$ cat config.mk
export PLATFORM = sky130hd
export DESIGN_NAME = prog_loader_flat
export DESIGN_NICKNAME = d
export VERILOG_FILES = /design/src/rtl/pebble_pkg.sv /design/src/rtl/prog_loader_if.sv /design/src/rtl/prog_loader.sv /design/src/flat_wrapper.sv
export SDC_FILE = /design/constraint.sdc
export NUM_CORES = 1
export LEC_CHECK = 0
export BUFFER_PORTS_ARGS = -buffer_cell sky130_fd_sc_hd__buf_2
export CAP_MARGIN = 20
export CORE_ASPECT_RATIO = 0.9
export CORE_UTILIZATION = 60
export DETAILED_ROUTE_END_ITERATION = 8
export HOLD_SLACK_MARGIN = 0.08
export PLACE_DENSITY = 0.83
export SLEW_MARGIN = 30
export SYNTH_ARGS = -nofsm -noshare
export SYNTH_HDL_FRONTEND = slang
export SYNTH_SLANG_ARGS = --single-unit
$ cat constraint.sdc
create_clock -name clk -period 3.45 [get_ports clk]
set_input_delay 0.69 -clock clk [delete_from_list [all_inputs] [get_ports clk]]
set_output_delay 0.69 -clock clk [all_outputs]
set_load 0.005 [all_outputs]
$ cat src/rtl/pebble_pkg.sv
// Shared constants and loader state encoding for the Pebble core and its
// instruction-memory loader.
package pebble_pkg;

  localparam int IM_DEPTH = 1024;
  localparam int ADDR_W   = 10;
  localparam int INSTR_W  = 9;

  typedef enum logic [2:0] {
    IDLE   = 3'd0,
    LEN_LO = 3'd1,
    LEN_HI = 3'd2,
    INS_LO = 3'd3,
    INS_HI = 3'd4,
    START  = 3'd5,
    RUN    = 3'd6,
    ERR    = 3'd7
  } loader_state_t;

endpackage

$ cat src/rtl/prog_loader_if.sv
// Byte-stream input and instruction-memory write port of the loader.
interface prog_loader_if;
  import pebble_pkg::*;

  logic [7:0]         rx_data;
  logic               rx_valid;
  logic               rx_ready;
  logic               im_we;
  logic [ADDR_W-1:0]  im_addr;
  logic [INSTR_W-1:0] im_wdata;

  // master: the loader; slave: the stream source plus instruction memory
  modport master (
    input  rx_data, rx_valid,
    output rx_ready, im_we, im_addr, im_wdata
  );

  modport slave (
    output rx_data, rx_valid,
    input  rx_ready, im_we, im_addr, im_wdata
  );

endinterface

$ cat src/rtl/prog_loader.sv
// Loads a length-prefixed byte stream into instruction memory while holding the
// core in reset, then starts the core and waits for it to finish.
//
// state  | meaning
// IDLE   | waiting for load_req, core held in reset
// LEN_LO | receiving program length, low byte
// LEN_HI | receiving program length, high byte (bits [1:0] used)
// INS_LO | receiving instruction bits [7:0]
// INS_HI | receiving instruction bit 8, issuing the write
// START  | core released, start pulse
// RUN    | core running, waiting for core_done
// ERR    | malformed stream, core held in reset, load_err set
module prog_loader
  import pebble_pkg::*;
(
  input  logic          clk,
  input  logic          reset,
  input  logic          load_req,
  input  logic          core_done,
  output logic          core_reset,
  output logic          core_start,
  output logic          busy,
  output logic          load_err,
  prog_loader_if.master bus
);

  localparam logic [ADDR_W:0] DEPTH   = (ADDR_W+1)'(IM_DEPTH);
  localparam logic [ADDR_W:0] CNT_ONE = {{ADDR_W{1'b0}}, 1'b1};

  loader_state_t     state;
  logic [7:0]        hold;
  logic [ADDR_W:0]   word_cnt;
  logic [ADDR_W:0]   len;
  logic [ADDR_W:0]   cnt_inc;
  logic [ADDR_W:0]   len_rx;
  logic              xfer;
  logic              len_ok;

  assign xfer    = bus.rx_valid && bus.rx_ready;
  assign cnt_inc = word_cnt + CNT_ONE;
  assign len_rx  = {1'b0, bus.rx_data[1:0], hold};
  assign len_ok  = (bus.rx_data[7:2] == 6'd0) && (len_rx != '0) && (len_rx <= DEPTH);

  always_ff @(posedge clk) begin
    if (!reset) begin
      state        <= IDLE;
      hold         <= '0;
      word_cnt     <= '0;
      len          <= '0;
      load_err     <= 1'b0;
      bus.im_we    <= 1'b0;
      bus.im_addr  <= '0;
      bus.im_wdata <= '0;
    end else begin
      bus.im_we <= 1'b0;
      case (state)
        IDLE, ERR: begin
          if (load_req) begin
            state    <= LEN_LO;
            load_err <= 1'b0;
            word_cnt <= '0;
          end
        end
        LEN_LO: begin
          if (xfer) begin
            hold  <= bus.rx_data;
            state <= LEN_HI;
          end
        end
        LEN_HI: begin
          if (xfer) begin
            if (len_ok) begin
              len   <= len_rx;
              state <= INS_LO;
            end else begin
              load_err <= 1'b1;
              state    <= ERR;
            end
          end
        end
        INS_LO: begin
          if (xfer) begin
            hold  <= bus.rx_data;
            state <= INS_HI;
          end
        end
        INS_HI: begin
          if (xfer) begin
            if (bus.rx_data[7:1] != 7'd0) begin
              load_err <= 1'b1;
              state    <= ERR;
            end else begin
              bus.im_we    <= 1'b1;
              bus.im_addr  <= word_cnt[ADDR_W-1:0];
              bus.im_wdata <= {bus.rx_data[0], hold};
              word_cnt     <= cnt_inc;
              state        <= (cnt_inc == len) ? START : INS_LO;
            end
          end
        end
        START: state <= RUN;
        RUN: begin
          if (core_done) state <= IDLE;
        end
        default: state <= IDLE;
      endcase
    end
  end

  // All handshake and core-control outputs decode straight from the state register.
  assign bus.rx_ready = (state == LEN_LO) || (state == LEN_HI) ||
                        (state == INS_LO) || (state == INS_HI);
  assign core_reset   = !((state == START) || (state == RUN));
  assign core_start   = (state == START);
  assign busy         = !((state == IDLE) || (state == ERR));

endmodule

$ cat src/flat_wrapper.sv
// flat-port wrapper written by rule: the top's interface ports become plain ports
module prog_loader_flat import pebble_pkg::*;
  (clk, reset, load_req, core_done, core_reset, core_start, busy, load_err, bus_rx_data, bus_rx_valid, bus_rx_ready, bus_im_we, bus_im_addr, bus_im_wdata);
  prog_loader_if bus_i ();
  input  logic clk;
  input  logic reset;
  input  logic load_req;
  input  logic core_done;
  output logic core_reset;
  output logic core_start;
  output logic busy;
  output logic load_err;
  input wire logic [$bits(bus_i.rx_data)-1:0] bus_rx_data;
  input wire logic [$bits(bus_i.rx_valid)-1:0] bus_rx_valid;
  output wire logic [$bits(bus_i.rx_ready)-1:0] bus_rx_ready;
  output wire logic [$bits(bus_i.im_we)-1:0] bus_im_we;
  output wire logic [$bits(bus_i.im_addr)-1:0] bus_im_addr;
  output wire logic [$bits(bus_i.im_wdata)-1:0] bus_im_wdata;
  assign bus_i.rx_data = bus_rx_data;
  assign bus_i.rx_valid = bus_rx_valid;
  assign bus_rx_ready = bus_i.rx_ready;
  assign bus_im_we = bus_i.im_we;
  assign bus_im_addr = bus_i.im_addr;
  assign bus_im_wdata = bus_i.im_wdata;
  prog_loader u_core (.clk(clk), .reset(reset), .load_req(load_req), .core_done(core_done), .core_reset(core_reset), .core_start(core_start), .busy(busy), .load_err(load_err), .bus(bus_i));
endmodule
==> results of run 1 <==
## Yosys cell counts, types with 2 or more instances
cell type,n
xnor2_1,6
nand2b_1,3
nor2_1,62
o21ai_1,5
nand3_1,6
xor2_1,7
o22ai_1,2
nand2_1,23
o211ai_1,2
nor4_1,3
clkbuf_1,9
mux2i_1,36
nor3_1,10
o21a_1,2
nor4_4,2
inv_1,4
nor3b_1,4
and3_1,3
a21oi_1,21
nor2b_1,4
buf_2,8
dfxtp_1,53
o21ai_0,7
nand4_1,4
## power breakdown
part           total, uW  switching, uW  internal [uW]
logic                332            173            160
clock network        441            218            223
registers            731           88.5            643
## worst max-delay path, cell delays in order, from the launching register on
cell and delay (ns):
dfxtp_1 0.49, ha_1 0.38, nand2b_1 0.12, o211ai_1 0.21, or3b_2 0.47, a21oi_1 0.16
nand4_1 0.20, o21a_1 0.23
## through the flow
stage | setup WS, ns | total power [uW] | utilization | area [um2]
after floorplan | 1.39 | 998 | - | 2660
after global placement | 1.16 | 1070 | 0.688 | 2860
after detailed placement | 1.02 | 1080 | 0.688 | 2860
after CTS | 1.18 | 1510 | 0.716 | 2980
after global routing | 1.04 | 1590 | 0.716 | 2980
final | 1.10 | 1500 | 0.716 | 2980
## state kept, by name, summed over array words and instances (netlist names)
register             count
u_core.bus.im_addr      10
u_core.bus.im_wdata      9
u_core.bus.im_we         1
u_core.hold              8
u_core.len              10
u_core.load_err          1
u_core.state             3
u_core.word_cnt         11
## layer usage
metal,up-vias,wire length [um]
met3,9,319
met1,1034,2540
met2,76,2560
li1,1139,-
met4,0,89
met5,-,0
## layout make-up
class	count	share of cell area
clock inverter	3	0.0168
inverter	6	0.00757
tap	60	0.0252
timing repair buffer	41	0.0723
multi-input combinational	235	0.499
clock buffer	5	0.0231
sequential	53	0.356
## placed cells by master (no fill, tap or decap), types with 2 or more instances in the layout
cell type | Yosys | layout
mux2i_1 | 36 | 36
inv_1 | 4 | 4
o22ai_1 | 2 | 2
nand2b_1 | 3 | 3
xnor2_1 | 6 | 6
o21ai_0 | 7 | 7
clkbuf_8 | 0 | 5
o21ai_1 | 5 | 5
a21oi_1 | 21 | 21
nand3_1 | 6 | 6
buf_4 | 0 | 4
nor3_1 | 10 | 10
nor4_1 | 3 | 3
nor3b_1 | 4 | 4
nor4_4 | 2 | 2
and3_1 | 3 | 3
nor2b_1 | 4 | 4
o211ai_1 | 2 | 2
nand2_1 | 23 | 23
nor2_1 | 62 | 62
nand4_1 | 4 | 4
o21a_1 | 2 | 2
xor2_1 | 7 | 7
buf_2 | 8 | 37
dfxtp_1 | 53 | 53
## final timing paths
kind,slack [ns],depth (start not counted),from,endpoint
min,0.50,2,u_core.bus.im_wdata[7],u_core.bus.im_wdata[7]
max reg2reg,1.10,7,u_core.word_cnt[0],u_core.state[1]
min reg2reg,0.50,2,u_core.bus.im_wdata[7],u_core.bus.im_wdata[7]
max,1.10,7,u_core.word_cnt[0],u_core.state[1]
## logic make-up after synthesis
family	count (synthesis)
AND/OR/NAND/NOR	137
flip-flops	53
AO/OA/AOI/OAI	47
multiplexers	37
buffers and inverters	25
XOR/XNOR	13
adder cells (fa/ha/maj)	1
==> results.cfg, run 1 <==
[yosys]
netlist-cell-type-count = 51
synth_xor_area_frac = 0.0429
synth_top_family_by_area = simple AND/OR/NAND/NOR gates
top_cell_type_s_share_of_synthesized_area = 0.399
ys_ff_latch = 53
synth-compound-area-share = 0.106
ys_async_sr_fraction = 0
synth_top_flop_cell = dfxtp_1
synthesis.instances = 313
synth_area_per_inst_um2 = 8.49
synthDominantAreaCellType = dfxtp_1
synth.area.top_cells = dfxtp_1 (40%), mux2i_1 (14%), nor2_1 (8.8%), a21oi_1 (4.0%), nand2_1 (3.3%)
simple_gate_portion_of_the_synthesized_area = 0.265
synth.net_count = 327
synth_adder_area_share = 0.00471
syn-cell-area_um2 = 2660
synth-edff-count = 0
ys.warnings.count = 0
post_synthesis_mux_area_share = 0.140
synth-seq-area-share = 0.399

[global_routing]
grt_overflow_total = 0
gr-usage-met2 = 0.416
grt_first_pass_wirelength_mm = 9.23
grt_antenna_before_repair = 0
grt.busiest_layer = met2
use_met3 = 0.0521
grtUsageTotal = 0.253
met1_usage = 0.329
grt_pass1_vias = 2025
grt_start_max_net_pins = 37

[clock_network]
clock_sinks = 53
post_cts.repair.setup_buffers = 0
cts_root_buffer = clkbuf_8
cts_tree = built
postCtsHoldBufs = 0
clk_latency_ns = 0.31
post_cts_resized = 0
cts_max_level = 2
max-clock-path-buffers = 2
clk_transition_reported_paths_ns = 0.10
cts-buffers-inserted = 5

[routing]
via_per_inst = 5.60
antenna_violating_nets_post_route = 0
drt-wirelength-per-cell_um = 13.7
totalWireLength_mm = 5.51
drt_drc_violations_left = 0
vias = 2258
drt_iter0_drc = 141
detail_route.first_pass.iterations = 4

[layout]
layoutNonFillerInstCount = 403
filler_cell_count = 329
fin_nets = 356
multi_input_comb_area_um2 = 1480
sequential_cell_area_um2 = 1060
antenna_cells_inserted = 0
share_of_cells_above_drive_strength_1 = 0.175
synthToLayoutAreaGrowth_pct = 12.1

[timing]
final_hold_viol_count = 0
final.setup.tns_ns = 0
finalSetupViolCount = 0
worst_pin_slew_ns = 0.854
maxClockFrequency_mhz = 426
slew_violations = 0
clock_skew_ns = 0.00551
relSlewSlack = 0.427
rsz_0062_raised_after_global_routing = no
period_share = 0.680
fin_crit_ns = 2.35
worst_hold_slack_ns = 0.502

[floorplan]
floorplan.core_area_um2 = 4160
pin_count = 38
die_w_um = 72.1
initial_core_util = 0.639
placement_rows = 22
dieHeight_um = 65.1
fp.dieArea_um2 = 4700

[worst_setup_path]
crit_fanout = 7
cp_data_arrival_time_ns = 2.56
worst_setup_path_end_kind = flop
timing.critical_path.from_type = flop
required_ns = 3.66
crit_type = reg2reg

[power]
power_density_nw_per_um2 = 505
leakage_power_of_the_design_uw = 0.00134
vdd_drop_max_uv = 467

[hold_path]
hold_path.class = reg2reg

[run]
max-cap-violations = 0

[placed_design]
dp_hpwl_mm = 4.00
dp_cells = 395
gp_congestion = 0.956
port_buffers = 37

[outcome]
outcome = finished, final reports clean
Power figures use the tool's default switching activity.
==> run 2, diff against run 1 <==
Settings changed: CORE_UTILIZATION 60 to 51, PLACE_DENSITY 0.83 to 0.75.
Clock period 3.45 ns to 2.06 ns, I/O delays scaled along.
==> run 2 against run 1 <==
- critical path type unchanged
- wire length is 5.2% higher
- largest cell class unchanged
- setup slack worse by 1.0 ns
- via count is 2.6% higher
- die area is 17% higher
- maximum frequency is 18% higher
- combinational power is 110% higher
- utilization is 8.2 points lower
- global-route usage is 3.0 points lower
- highest routed layer unchanged
- sequential power is 61% higher
- cell count is 5.5% higher
==> results.cfg, run 2 (synthesis gave the netlist of run 1 again) <==
[power]
vdd_drop_max_uv = 585
switching_share = 0.335
power.internal_uw = 1670
pwr-share-clk = 0.247
power.share.sequential = 0.471
power.combinational.fraction = 0.281
power_density_nw_per_um2 = 805
power.net_switching_uw = 843
leakage_power_of_the_design_uw = 0.00143

[timing]
clock_skew_ns = 0.00611
maxClockFrequency_mhz = 505
fin_crit_ns = 1.98
worst_pin_slew_ns = 0.539
finalSetupViolCount = 0
period_share = 0.962
relSlewSlack = 0.640
final_hold_viol_count = 0
slew_violations = 0

[placed_design]
dp_cells = 417
dp_hpwl_mm = 4.29
placement.cell_area_um2 = 3000
gp_congestion = 0.894
port_buffers = 37

[clock_network]
clk_transition_reported_paths_ns = 0.10
postCtsHoldBufs = 0
clk_latency_ns = 0.31
cts_root_buffer = clkbuf_8
cts_max_level = 2
cts_tree = built
clock_sinks = 53
max-clock-path-buffers = 2
cts-buffers-inserted = 5

[worst_setup_path]
crit_fanout = 4
number_of_cell_instances_on_the_worst_register_to_register_path = 7
required_ns = 2.27
timing.critical_path.from_type = flop
cp_data_arrival_time_ns = 2.19
worst_setup_path_end_kind = flop
cp-startpoint = u_core.word_cnt[0]
r2r-start = u_core.word_cnt[0]
crit_path_largest_cell_delay_ns = 0.45
crit_path_end = u_core.state[1]
path_cells = ha_1 > nand2b_1 > o211ai_1 > or3b_2 > a21oi_1 > nand4_1 > o21a_1
r2r-end = u_core.state[1]
slowest_stage_cell_on_the_critical_path = or3b_2
r2r_slack_ns = 0.08
crit_type = reg2reg

[routing]
drt_drc_violations_left = 0
vias = 2317
detail_route.first_pass.iterations = 4
drt-wirelength-per-cell_um = 13.6
antenna_violating_nets_post_route = 0
totalWireLength_mm = 5.80
via_per_inst = 5.45
drt_iter0_drc = 104

[global_routing]
grt_overflow_total = 0
grt_first_pass_wirelength_mm = 9.84
grtUsageTotal = 0.224
grt_start_max_net_pins = 37
grt_pass1_vias = 2152
grt_antenna_before_repair = 0

[floorplan]
placement_rows = 24
floorplan.core_area_um2 = 4920
fp.dieArea_um2 = 5500
die_w_um = 78.1
initial_core_util = 0.539
dieHeight_um = 70.5
pin_count = 38

[layout]
largest_register_ffs = 11
most_frequent_cells_in_the_layout = nor2_1 (62), dfxtp_1 (53), buf_2 (37), mux2i_1 (36), nand2_1 (22)
layoutNonFillerInstCount = 425
filler_cell_count = 440
final_core_util = 0.634
share_of_cells_above_drive_strength_1 = 0.222
largest_registers = u_core.word_cnt (11), u_core.bus.im_addr (10), u_core.len (10)
stdcell_area_um2 = 3120
fin_nets = 373
final_common_cell = nor2_1
top_register = u_core.word_cnt
synthToLayoutAreaGrowth_pct = 17.6
antenna_cells_inserted = 0

[hold_path]
hold_path.class = in2reg

[outcome]
outcome = finished, final reports clean

[run]
max-cap-violations = 0
-- run 2: cell types whose count changed in the layout (fill, tap and decap cells not counted), sizes merged --
cell / previous run / this run
bufinv: 1 / 0
buf: 41 / 58
inv: 6 / 7
-- run 2: stage by stage --
stage | total power, uW | setup TNS [ns] | worst slack, ns | hold slack, ns
after floorplan | 1670 | 0 | 0.177 | 0.476
after global placement | 1880 | -0.00491 | -0.00377 | 0.468
after detailed placement | 1900 | -0.000792 | -0.000792 | 0.480
after CTS | 2510 | 0 | 0.0533 | 0.339
after global routing | 2670 | -0.00914 | -0.00914 | 0.368
final | 2510 | 0 | 0.0780 | 0.348
-- run 2: final cells by class --
cell class                      instances  area (um2)  area share
Inverter                                6        22.5     0.00721
Clock buffer                            5        68.8      0.0220
Sequential cell                        53        1060       0.340
Tap cell                               65        81.3      0.0260
Timing Repair Buffer                   58         355       0.114
Clock inverter                          3        28.8     0.00921
Multi-Input combinational cell        235        1510       0.482
-- run 2: power groups by stage --
stage	combinational (uW)	sequential, uW	clock, uW
after CTS	701	1170	641
after detailed placement	698	1200	0
after global routing	795	1190	679
after global placement	687	1200	0
after floorplan	538	1130	0
final	708	1180	622
-- run 2: worst min-delay path by stage --
stage	startpoint	endpoint	slack, ns	cells past startpoint
floorplan	u_core.len[5]	u_core.len[5]	0.48	2
finish	bus_rx_data[2]	u_core.hold[2]	0.35	3
CTS	bus_rx_data[2]	u_core.hold[2]	0.34	3
global route	bus_rx_data[7]	u_core.hold[7]	0.37	3
global placement	u_core.bus.im_addr[8]	u_core.bus.im_addr[8]	0.47	2
detailed placement	u_core.bus.im_addr[8]	u_core.bus.im_addr[8]	0.48	2
-- run 2: worst max-delay path, delay by kind of cell (launching register included) --
family,cells,cell delay (ns)
compound gates,3,0.49
flops,1,0.33
fa+ha+maj,1,0.24
simple gates,3,0.81
-- run 2: layer usage --
metal | wire [um] | vias up | GRT usage
met3 | 247 | 8 | 0.0353
met4 | 61 | 0 | 0.0556
li1 | - | 1183 | -
met2 | 2640 | 56 | 0.370
met1 | 2850 | 1070 | 0.303
met5 | 0 | - | 0
-- run 2: what timing repair did --
action,4_1_cts,5_1_grt
endpoints found under the setup margin,0,12
endpoints found under the hold margin,0,0
gates resized for setup,0,4
setup buffers,0,0
==> run 3, diff against run 2 <==
--- a/config.mk
+++ b/config.mk
@@ -11,5 +11,4 @@
 export CORE_UTILIZATION = 51
 export DETAILED_ROUTE_END_ITERATION = 8
-export HOLD_SLACK_MARGIN = 0.08
 export PLACE_DENSITY = 0.75
 export SLEW_MARGIN = 30
==> constraint.sdc (replaced) <==
create_clock -name clk -period 2.06 [get_ports clk]
set_input_delay 0.412 -clock clk [delete_from_list [all_inputs] [get_ports clk]]
set_output_delay 0.412 -clock clk [all_outputs]
set_load 0.1 [all_outputs]
==> run 3 against run 2 <==
- die area unchanged
- maximum frequency rose by 1.1%
- design area rose by 2.3%
- critical path type is now reg2out
==> results.cfg, run 3 (synthesis gave the netlist of run 1 again) <==
[placed_design]
port_buffers = 37
dp_hpwl_mm = 4.48
placement.cell_area_um2 = 3100
gp_congestion = 0.827

[layout]
multi_input_comb_area_um2 = 1520
most_frequent_cells_in_the_layout = nor2_1 (61), dfxtp_1 (53), mux2i_1 (36), buf_2 (33), nand2_1 (23)
share_of_cells_above_drive_strength_1 = 0.225
antenna_cells_inserted = 0
sequential_cell_area_um2 = 1060
largest_registers = u_core.word_cnt (11), u_core.bus.im_addr (10), u_core.len (10)
synthToLayoutAreaGrowth_pct = 20.3
filler_cell_count = 472
fin_nets = 373
stdcell_area_um2 = 3200
final_common_cell = nor2_1
largest_register_ffs = 11
top_register = u_core.word_cnt

[clock_network]
cts_tree = built
clk_latency_ns = 0.31
post_cts_resized = 0
cts_root_buffer = clkbuf_8
max-clock-path-buffers = 2
clk_transition_reported_paths_ns = 0.11
clock_sinks = 53
cts_max_level = 2
postCtsHoldBufs = 0
cts-buffers-inserted = 5
post_cts.repair.setup_buffers = 0

[routing]
antenna_violating_nets_post_route = 0
totalWireLength_mm = 6.06
drt_drc_violations_left = 0
drt-wirelength-per-cell_um = 14.3
drt_iter0_drc = 211
detail_route.first_pass.iterations = 6
via_per_inst = 5.69
vias = 2420

[global_routing]
grt_overflow_total = 0
grt_start_max_net_pins = 38
grt_first_pass_wirelength_mm = 10.0
grtUsageTotal = 0.231
grt_pass1_vias = 2174
grt_antenna_before_repair = 0

[floorplan]
initial_core_util = 0.539
placement_rows = 24
die_w_um = 78.1
fp.dieArea_um2 = 5500
pin_count = 38
dieHeight_um = 70.5
floorplan.core_area_um2 = 4920

[worst_setup_path]
required_ns = 1.65
crit_fanout = 17
cp_data_arrival_time_ns = 1.55
timing.critical_path.from_type = flop
worst_setup_path_end_kind = output port
crit_type = reg2out

[timing]
maxClockFrequency_mhz = 510
fin_crit_ns = 1.96
relSlewSlack = 0.677
worst_hold_slack_ns = 0.342
final.setup.tns_ns = 0
clock_skew_ns = 0.00887
slew_violations = 0
worst_pin_slew_ns = 0.488
rsz_0062_raised_after_global_routing = no
finalSetupViolCount = 0
final_hold_viol_count = 0
period_share = 0.951

[power]
power_density_nw_per_um2 = 957
p_total_uw = 3060
vdd_drop_max_uv = 670
leakage_power_of_the_design_uw = 0.00145

[hold_path]
hold_path.class = in2reg

[run]
max-cap-violations = 0

[outcome]
outcome = finished, final reports clean
==> run 3: cell counts in the layout (fill, tap and decap cells not counted) <==
Identical to the previous run, type by type.
==> run 3: path summary, 6_finish.rpt <==
path	startpoint	end	slack [ns]	depth (start not counted)
max	u_core.state[1]	bus_rx_ready	0.1	4
min	bus_rx_data[2]	u_core.hold[2]	0.34	3
min reg2reg	u_core.bus.im_addr[2]	u_core.bus.im_addr[2]	0.50	2
max reg2reg	u_core.word_cnt[0]	u_core.state[1]	0.12	7
==> run 3: layer usage <==
metal  share of wire  vias to the layer above  track usage  wire length, um
met3           0.061                       19       0.0405              372
met5               0                        -            0                0
met1            0.44                     1138        0.308             2680
li1                -                     1178            -                -
met2            0.48                       85        0.384             2890
met4           0.019                        0       0.0617              115
==> run 3: stage by stage <==
| step | utilization | instances | worst slack [ns] |
|---|---|---|---|
| after global placement | 0.629 | 417 | 0.135 |
| after global routing | 0.649 | 425 | 0.0231 |
| after detailed placement | 0.629 | 417 | 0.0861 |
| after floorplan | - | 313 | -0.0576 |
| after CTS | 0.649 | 425 | 0.0849 |
| final | 0.649 | 425 | 0.0999 |
==> run 3: area by class of cell <==
type,count,area share
clock buffer,5,0.0215
clock inverter,3,0.00900
inverter,6,0.00705
multi-input combinational,235,0.475
sequential,53,0.332
tap,65,0.0254
timing repair buffer,58,0.130
==> run 3: worst max-delay path, stage by stage (launching register included) <==
cell and delay, ns:
dfxtp_1 0.35, buf_4 0.21, nor2_1 0.32, xnor2_4 0.17, buf_12 0.19
==> run 3: report_power, final <==
group	switching (uW)	internal, uW
logic	835	470
registers	54.7	1080
clock network	366	255
